`src/rtl/ram_fifo_if.sv`:
```
// ram_fifo_if -- handshake and RAM-side bundle for ram_fifo_ctrl.
//
// Purpose: groups the upstream push handshake, the downstream pop handshake,
// the occupancy flags and the single-port RAM connection into one bundle.
//
// Signals:
//   in_valid / in_ready / din     upstream push handshake
//   out_valid / out_ready / dout  downstream pop handshake
//   full / empty                  RAM occupancy flags (the word held in dout is not counted)
//   ram_wr_en / ram_addr /
//   ram_data_in / ram_data_out    single-port RAM (synchronous write, combinational read)
//   level                         words held = RAM count + output register
//                                 (present only when RAM_FIFO_LEVEL_EN is defined)
//
// Modports:
//   slave  -- the FIFO controller side
//   master -- the environment side (producer, consumer and RAM)
interface ram_fifo_if #(
  parameter int DATA_W = 8,
  parameter int ADDR_W = 3
);
  logic              in_valid;
  logic              in_ready;
  logic [DATA_W-1:0] din;
  logic              out_valid;
  logic              out_ready;
  logic [DATA_W-1:0] dout;
  logic              full;
  logic              empty;
  logic              ram_wr_en;
  logic [ADDR_W-1:0] ram_addr;
  logic [DATA_W-1:0] ram_data_in;
  logic [DATA_W-1:0] ram_data_out;
`ifdef RAM_FIFO_LEVEL_EN
  logic [ADDR_W:0]   level;

  modport slave (
    input  in_valid, din, out_ready, ram_data_out,
    output in_ready, out_valid, dout, full, empty,
           ram_wr_en, ram_addr, ram_data_in, level
  );

  modport master (
    output in_valid, din, out_ready, ram_data_out,
    input  in_ready, out_valid, dout, full, empty,
           ram_wr_en, ram_addr, ram_data_in, level
  );
`else
  modport slave (
    input  in_valid, din, out_ready, ram_data_out,
    output in_ready, out_valid, dout, full, empty,
           ram_wr_en, ram_addr, ram_data_in
  );

  modport master (
    output in_valid, din, out_ready, ram_data_out,
    input  in_ready, out_valid, dout, full, empty,
           ram_wr_en, ram_addr, ram_data_in
  );
`endif
endinterface

```
`src/rtl/ram_fifo_ctrl.sv`:
```
// ram_fifo_ctrl -- FIFO controller around an external single-port RAM.
//
// Purpose: stores words in a DEPTH = 2**ADDR_W entry single-port RAM and
// presents them through a registered output stage (dout/out_valid). The RAM
// does one operation per cycle: a read into the output register ("fill") has
// priority over a write from upstream ("push").
//
// Ports:
//   clk  -- single clock, rising edge
//   rst  -- synchronous, active-high reset
//   bus  -- ram_fifo_if.slave: push/pop handshakes, full/empty flags,
//           RAM write enable/address/data, and optional level
//
// Optional feature macro: RAM_FIFO_LEVEL_EN
//   When defined, bus.level = count + out_valid (saturating at DEPTH+1).
module ram_fifo_ctrl #(
  parameter int DATA_W = 8,
  parameter int ADDR_W = 3
) (
  input  logic       clk,
  input  logic       rst,
  ram_fifo_if.slave  bus
);

  localparam int              DEPTH    = 1 << ADDR_W;
  localparam logic [ADDR_W:0]   CNT_FULL = (ADDR_W+1)'(DEPTH);
  localparam logic [ADDR_W:0]   CNT_ONE  = (ADDR_W+1)'(1);
  localparam logic [ADDR_W-1:0] PTR_ONE  = ADDR_W'(1);

  logic [ADDR_W-1:0] wr_ptr;
  logic [ADDR_W-1:0] rd_ptr;
  logic [ADDR_W:0]   count;
  logic [DATA_W-1:0] dout_p1;
  logic              vld_p1;
  logic              fill;
  logic              push;
  logic              in_ready;

  // Refill the output register whenever it is empty or being consumed this
  // cycle; this owns the RAM port, so upstream is stalled for that cycle.
  assign fill     = (count != '0) && (!vld_p1 || bus.out_ready);
  assign in_ready = (count != CNT_FULL) && !fill && !rst;
  assign push     = bus.in_valid && in_ready;

  assign bus.in_ready    = in_ready;
  assign bus.ram_wr_en   = push;
  assign bus.ram_addr    = fill ? rd_ptr : wr_ptr;
  assign bus.ram_data_in = bus.din;
  assign bus.out_valid   = vld_p1;
  assign bus.dout        = dout_p1;
  assign bus.full        = (count == CNT_FULL);
  assign bus.empty       = (count == '0);

  // ---- stage p1: pointers, RAM count and output register ----
  // push and fill are mutually exclusive, so count sees at most one update.
  always_ff @(posedge clk) begin
    if (rst) begin
      wr_ptr  <= '0;
      rd_ptr  <= '0;
      count   <= '0;
      vld_p1  <= 1'b0;
      dout_p1 <= '0;
    end else begin
      if (fill) begin
        dout_p1 <= bus.ram_data_out;
        vld_p1  <= 1'b1;
        rd_ptr  <= rd_ptr + PTR_ONE;
        count   <= count - CNT_ONE;
      end else if (vld_p1 && bus.out_ready) begin
        vld_p1  <= 1'b0;
      end
      if (push) begin
        wr_ptr <= wr_ptr + PTR_ONE;
        count  <= count + CNT_ONE;
      end
    end
  end

`ifdef RAM_FIFO_LEVEL_EN
  localparam logic [ADDR_W+1:0] LEVEL_MAX = (ADDR_W+2)'(DEPTH + 1);

  // Total words held, clamped to DEPTH+1 (RAM full plus the output register).
  function automatic logic [ADDR_W:0] sat_level(input logic [ADDR_W:0] cnt,
                                                input logic            vld);
    logic [ADDR_W+1:0] sum;
    sum = {1'b0, cnt} + {{(ADDR_W+1){1'b0}}, vld};
    if (sum > LEVEL_MAX) begin
      return LEVEL_MAX[ADDR_W:0];
    end
    return sum[ADDR_W:0];
  endfunction

  assign bus.level = sat_level(count, vld_p1);
`endif

endmodule
```
`src/flat_wrapper.sv`:
```
// flat-port wrapper written by rule: the top's interface ports become plain ports
module ram_fifo_ctrl_flat 
#(
  parameter int DATA_W = 8,
  parameter int ADDR_W = 3
)
  (clk, rst, bus_in_valid, bus_din, bus_out_ready, bus_ram_data_out, bus_in_ready, bus_out_valid, bus_dout, bus_full, bus_empty, bus_ram_wr_en, bus_ram_addr, bus_ram_data_in);
  ram_fifo_if #(.DATA_W(DATA_W), .ADDR_W(ADDR_W)) bus_i ();
  input  logic clk;
  input  logic rst;
  input wire logic [$bits(bus_i.in_valid)-1:0] bus_in_valid;
  input wire logic [$bits(bus_i.din)-1:0] bus_din;
  input wire logic [$bits(bus_i.out_ready)-1:0] bus_out_ready;
  input wire logic [$bits(bus_i.ram_data_out)-1:0] bus_ram_data_out;
  output wire logic [$bits(bus_i.in_ready)-1:0] bus_in_ready;
  output wire logic [$bits(bus_i.out_valid)-1:0] bus_out_valid;
  output wire logic [$bits(bus_i.dout)-1:0] bus_dout;
  output wire logic [$bits(bus_i.full)-1:0] bus_full;
  output wire logic [$bits(bus_i.empty)-1:0] bus_empty;
  output wire logic [$bits(bus_i.ram_wr_en)-1:0] bus_ram_wr_en;
  output wire logic [$bits(bus_i.ram_addr)-1:0] bus_ram_addr;
  output wire logic [$bits(bus_i.ram_data_in)-1:0] bus_ram_data_in;
  assign bus_i.in_valid = bus_in_valid;
  assign bus_i.din = bus_din;
  assign bus_i.out_ready = bus_out_ready;
  assign bus_i.ram_data_out = bus_ram_data_out;
  assign bus_in_ready = bus_i.in_ready;
  assign bus_out_valid = bus_i.out_valid;
  assign bus_dout = bus_i.dout;
  assign bus_full = bus_i.full;
  assign bus_empty = bus_i.empty;
  assign bus_ram_wr_en = bus_i.ram_wr_en;
  assign bus_ram_addr = bus_i.ram_addr;
  assign bus_ram_data_in = bus_i.ram_data_in;
  ram_fifo_ctrl #(.DATA_W(DATA_W), .ADDR_W(ADDR_W)) u_core (.clk(clk), .rst(rst), .bus(bus_i));
endmodule
```
`config.mk`:
```
export PLATFORM = sky130hd
export DESIGN_NAME = ram_fifo_ctrl_flat
export DESIGN_NICKNAME = d
export VERILOG_FILES = /design/src/rtl/ram_fifo_if.sv /design/src/rtl/ram_fifo_ctrl.sv /design/src/flat_wrapper.sv
export SDC_FILE = /design/constraint.sdc
export NUM_CORES = 1
export LEC_CHECK = 0
export CORE_AREA = 10 10 61 63
export CTS_BUF_LIST = sky130_fd_sc_hd__clkbuf_16
export CTS_CLUSTER_DIAMETER = 40
export DETAILED_ROUTE_END_ITERATION = 7
export DIE_AREA = 0 0 71 73
export PLACE_DENSITY = 0.76
export SLEW_MARGIN = 20
export SYNTH_ARGS = -nofsm -noshare
export SYNTH_HDL_FRONTEND = slang
export SYNTH_SLANG_ARGS = --single-unit
```
`constraint.sdc`:
```
create_clock -name clk -period 3.5 [get_ports clk]
set_input_delay 0.7 -clock clk [delete_from_list [all_inputs] [get_ports clk]]
set_output_delay 0.7 -clock clk [all_outputs]
set_load 0.005 [all_outputs]
```
* Yosys cells after proc, flatten, opt, wreduce, memory -nomap -nowiden
Index checks and enable logic that the tools add are counted.
** Cells by class
- $add $sub $neg :: 4
- Multiply operators :: 0
- Shifts and indexed selects :: 0
- Div/mod/pow operators :: 0
- Multiplexer cells :: 5
- Reductions and logical operators :: 13
- Bitwise operators :: 0
- Order comparisons :: 0
- Equal/unequal tests :: 2
** Operators with widths (count)
- 2-to-1 mux 4 bit :: 2
- adder 3 x 1 -> 3 bit (second input constant) :: 2
- logical AND 1 bit :: 5
- adder 4 x 1 -> 4 bit (second input constant) :: 1
- equality test 4 bit (second input constant) :: 1
- logical NOT 4 bit :: 1
- != test 4 bit (second input constant) :: 1
- nonzero test 2 bit :: 2
- nonzero test 4 bit :: 1
- subtractor 4 x 1 -> 4 bit (second input constant) :: 1
- logical NOT 1 bit :: 3
- 2-to-1 mux 3 bit :: 1
- 2-to-1 mux 1 bit :: 2
- logical OR 1 bit :: 1
** Storage, ports and cells
- Output and inout bits :: 24
- Bits in latches :: 0
- Memories kept :: 0
- Bits in writable memories :: 0
- Memory bits (read-only) :: 0
- Input port bits :: 20
- Bits in registers :: 19

* Depth between registers and ports, before layout
- Depth in word-level cells :: 8
- Depth in mapped cells :: 9
- Gate-level depth less buffers :: 9

* Worst setup path after synthesis
No wires, ideal clock.
- Path type :: input port to flip-flop
- Start :: in bus_out_ready
- End :: reg u_core.count[3]
- Buffers on the path :: 0
- Stages :: 9
- Data arrival time :: 2.626 ns
- Path slack :: 0.793 ns
- Required time :: 3.419 ns
- Setup time :: 0.081 ns
- Cell sequence :: nand2b_1 o21ai_2 and2_1 nand2b_1 ha_1 a21oi_1 nand2_1 or4_1 a41oi_1
** On the way
- Longest elaborated chain between the ends :: 7
- Elaborated cells on any way between the ends :: 8
- Those cells by class :: mux (1); reduce/logical (7)
** RTL lines
- from (decl) :: RTL line flat_wrapper.sv:13 : input wire logic [$bits(bus_i.out_ready)-1:0] bus_out_ready;
- logical OR 1 bit (*) :: RTL line ram_fifo_ctrl.sv:41 : assign fill = (count != '0) && (!vld_p1 || bus.out_ready);
- logical AND 1 bit (*) :: RTL line ram_fifo_ctrl.sv:41
- logical NOT 1 bit :: RTL line ram_fifo_ctrl.sv:42 : assign in_ready = (count != CNT_FULL) && !fill && !rst;
- logical AND 1 bit (2 in a row) :: RTL line ram_fifo_ctrl.sv:42
- logical AND 1 bit :: RTL line ram_fifo_ctrl.sv:43 : assign push = bus.in_valid && in_ready;
- 2-to-1 mux 4 bit or nonzero test 2 bit (tied branches)
- to (signal assigned) :: RTL line ram_fifo_ctrl.sv:68 : count <= count - CNT_ONE;
- to (signal assigned) :: RTL line ram_fifo_ctrl.sv:74 : count <= count + CNT_ONE;
- to (decl) :: RTL line ram_fifo_ctrl.sv:32 : logic [ADDR_W:0] count;
Every way passes the cells marked *; elsewhere a longest branch is shown, timed or not.
A chain may end at the register's enable or synchronous reset.

* Final worst setup path
- Start :: in bus_out_ready
- End :: out bus_ram_wr_en
** On the way
- Longest elaborated chain between the ends :: 6
** RTL lines
- logical OR 1 bit :: RTL line ram_fifo_ctrl.sv:41
- logical AND 1 bit :: RTL line ram_fifo_ctrl.sv:41
- logical NOT 1 bit :: RTL line ram_fifo_ctrl.sv:42
- logical AND 1 bit (2 in a row) :: RTL line ram_fifo_ctrl.sv:42
- logical AND 1 bit :: RTL line ram_fifo_ctrl.sv:43
- to (decl) :: RTL line flat_wrapper.sv:20 : output wire logic [$bits(bus_i.ram_wr_en)-1:0] bus_ram_wr_en;
No other way between the ends.

==> results_dict.tcl <==
set metrics [dict create \
    powerDensity_nw_per_um2 854 \
    critical_path_arrival_ns 2.36 \
    async_flop_share_pct 0 \
    pre_cts_ws_ns 0.325 \
    die_area_um2 5180 \
    synth-seq-cells 19 \
    synth_nets 146 \
    cts_resized 0 \
    cts-htree-levels 1 \
    dr.pass1.iters 4 \
    clkTransAtPathRegs_ns 0.05 \
    r2r_slack_ns 0.69 \
    die_h_um 73 \
    core_um2 2620 \
    post_synth_instance_area_um2 1010 \
    place_congestion 0.841 \
    setup_violations 0 \
    dp_hpwl_um 1890 \
    holdBufCountCts 0 \
    clockBufferDepth 2 \
    viasPerCell 5.01 \
    portBuffers 27 \
    crit_type "input port to primary output" \
    cts_buffers 3 \
    antenna_found_initial 0 \
    fmax_mhz 327 \
    nNetsFinal 171 \
    crit_path_max_fanout 4 \
    drtIter0Drc 43 \
    syn_avg_cell_area_um2 8.32 \
    fin_crit_sh_pct 87.3 \
    ys_seq_area_share_pct 37.8 \
    synthTopCellsByArea "dfxtp_1, nand2_1, buf_4" \
    slew_viol_final 0 \
    min_period_ns 3.06 \
    grt_first_pass_wirelength_um 4200 \
    power_leakage_uw 0.000554 \
    grt_usage_pct 9.82 \
    hold_viol_final 0 \
    synth_top_area_share_pct 37.8 \
    grt_start_max_net_pins 14 \
    rows 19 \
    vdd_drop_max_mv 0.473 \
    cp-end-kind "primary output" \
    totalWireLength_um 2430 \
    nFillCells 260 \
    tns_ns 0 \
    area_growth_pct 34.2 \
    ios 44 \
    die_x_um 71 \
    clock_latency_ns 0.25 \
    synth_flop_cell "dfxtp_1" \
    synth_edf_count 0 \
    final_layout_size_suffix_gt1_share_pct 12.4 \
    vias 881 \
    n_antenna_cell 0 \
    worst_pin_slew_ns 0.429 \
    worst_slack_ns 0.444 \
    gr-total-overflow 0 \
    rsz0062_at_grt "no" \
    cp.required_ns 2.80 \
    cts_tree "built" \
    wl_per_cell_um 13.8 \
    initial_core_util_pct 38.5 \
    yosys.area.top_type "dfxtp_1" \
    final_core_util_pct 51.7 \
    drc 0 \
    hold_class "flop to flop" \
    grt_pass1_vias 910 \
    setup.worst_path.start_class "input port" \
    cts_root_buffer "clkbuf_16" \
    max-cap-violations 0 \
    max-slew-margin-rel_pct 71.3 \
    syn_inst 121 \
    yosys_warnings 0 \
    synth_cell_type_count 37 \
    cts.sinks 19 \
    post_cts_buffers 0 \
    status "finished clean" \
    final_antenna_net_count 0 \
    clock_skew_ns 0.000978 \
]
## metal layers
metal / share of wire [%] / vias up / GRT usage [%] / routed length, um
met2: 49 / 34 / 16.8 / 1190
met4: 1.0 / 0 / 3.23 / 25
met1: 41 / 397 / 10.4 / 1010
met3: 8.4 / 2 / 4.76 / 204
li1: - / 448 / - / -
met5: 0 / - / 0 / 0
## worst paths after layout
| check | from | to | cells past startpoint |
|---|---|---|---|
| setup / recovery | bus_out_ready | bus_ram_wr_en | 6 |
| hold / removal | u_core.bus.dout[0] | u_core.bus.dout[0] | 2 |
| setup reg to reg | u_core.count[0] | u_core.count[3] | 9 |
| hold reg to reg | u_core.bus.dout[0] | u_core.bus.dout[0] | 2 |
## layout by cell type (no fill, tap or decap), types with 2 or more instances in the layout
cell type | synthesis | final
nand2b_1 | 3 | 3
nor2_1 | 7 | 7
clkdlybuf4s50_1 | 0 | 27
xor2_1 | 3 | 3
a21oi_1 | 12 | 12
clkbuf_16 | 0 | 3
nand2_1 | 27 | 27
dfxtp_1 | 19 | 19
nand3_1 | 5 | 5
nor2b_1 | 2 | 2
inv_1 | 3 | 3
buf_4 | 9 | 6
ha_1 | 4 | 4
mux2i_1 | 2 | 2
## power breakdown
| part | switching (uW) | total (uW) | leakage, uW | internal, uW |
|---|---|---|---|---|
| Clock | 80.7 | 234 | 0.0000409 | 153 |
| Combinational | 279 | 575 | 0.000356 | 296 |
| Sequential | 59.4 | 345 | 0.000157 | 285 |
## state kept, by name, summed over array words and instances (netlist names)
| signal | cells |
|---|---|
| u_core.rd_ptr | 3 |
| u_core.bus.out_valid | 1 |
| u_core.bus.dout | 8 |
| u_core.count | 4 |
| u_core.wr_ptr | 3 |
## cell type report
| type | instances | area, um^2 | area share [%] |
|---|---|---|---|
| timing repair buffer | 33 | 315 | 23.3 |
| sequential | 19 | 380 | 28.1 |
| tap | 31 | 38.8 | 2.87 |
| clock inverter | 1 | 5.00 | 0.370 |
| multi-input combinational | 85 | 522 | 38.6 |
| inverter | 4 | 15.0 | 1.11 |
| clock buffer | 3 | 75.1 | 5.56 |
## critical path: stages
cell and delay (ns):
clkdlybuf4s50_1 0.44, nand2b_1 0.18, o21ai_2 0.16, and2_1 0.22, and2b_1 0.15, clkdlybuf4s50_1 0.50
## logic make-up (layout without fill, tap and decap cells)
group / count (synthesis) / count (layout) / synth area share, %
xor+xnor: 4 / 4 / 3.48
mux: 2 / 2 / 1.99
buf+inv: 17 / 41 / 10.4
flops: 19 / 19 / 37.8
fa+ha+maj: 5 / 5 / 6.96
compound gates: 22 / 22 / 15.2
simple gates: 52 / 52 / 24.2
## cell usage after synthesis (2+ instances only)
cell type	count
a21oi_1	12
buf_4	9
dfxtp_1	19
ha_1	4
inv_1	3
mux2i_1	2
nand2_1	27
nand2b_1	3
nand3_1	5
nor2_1	7
nor2b_1	2
xor2_1	3
## through the flow
stage	instances	hold slack, ns	cell area (um^2)	power (uW)
floorplan	121	0.453	1010	693
global placement	172	0.441	1270	905
detailed placement	172	0.448	1270	926
CTS	176	0.455	1350	1170
global route	176	0.480	1350	1250
finish	176	0.452	1350	1150
Power figures use the tool's default switching activity.
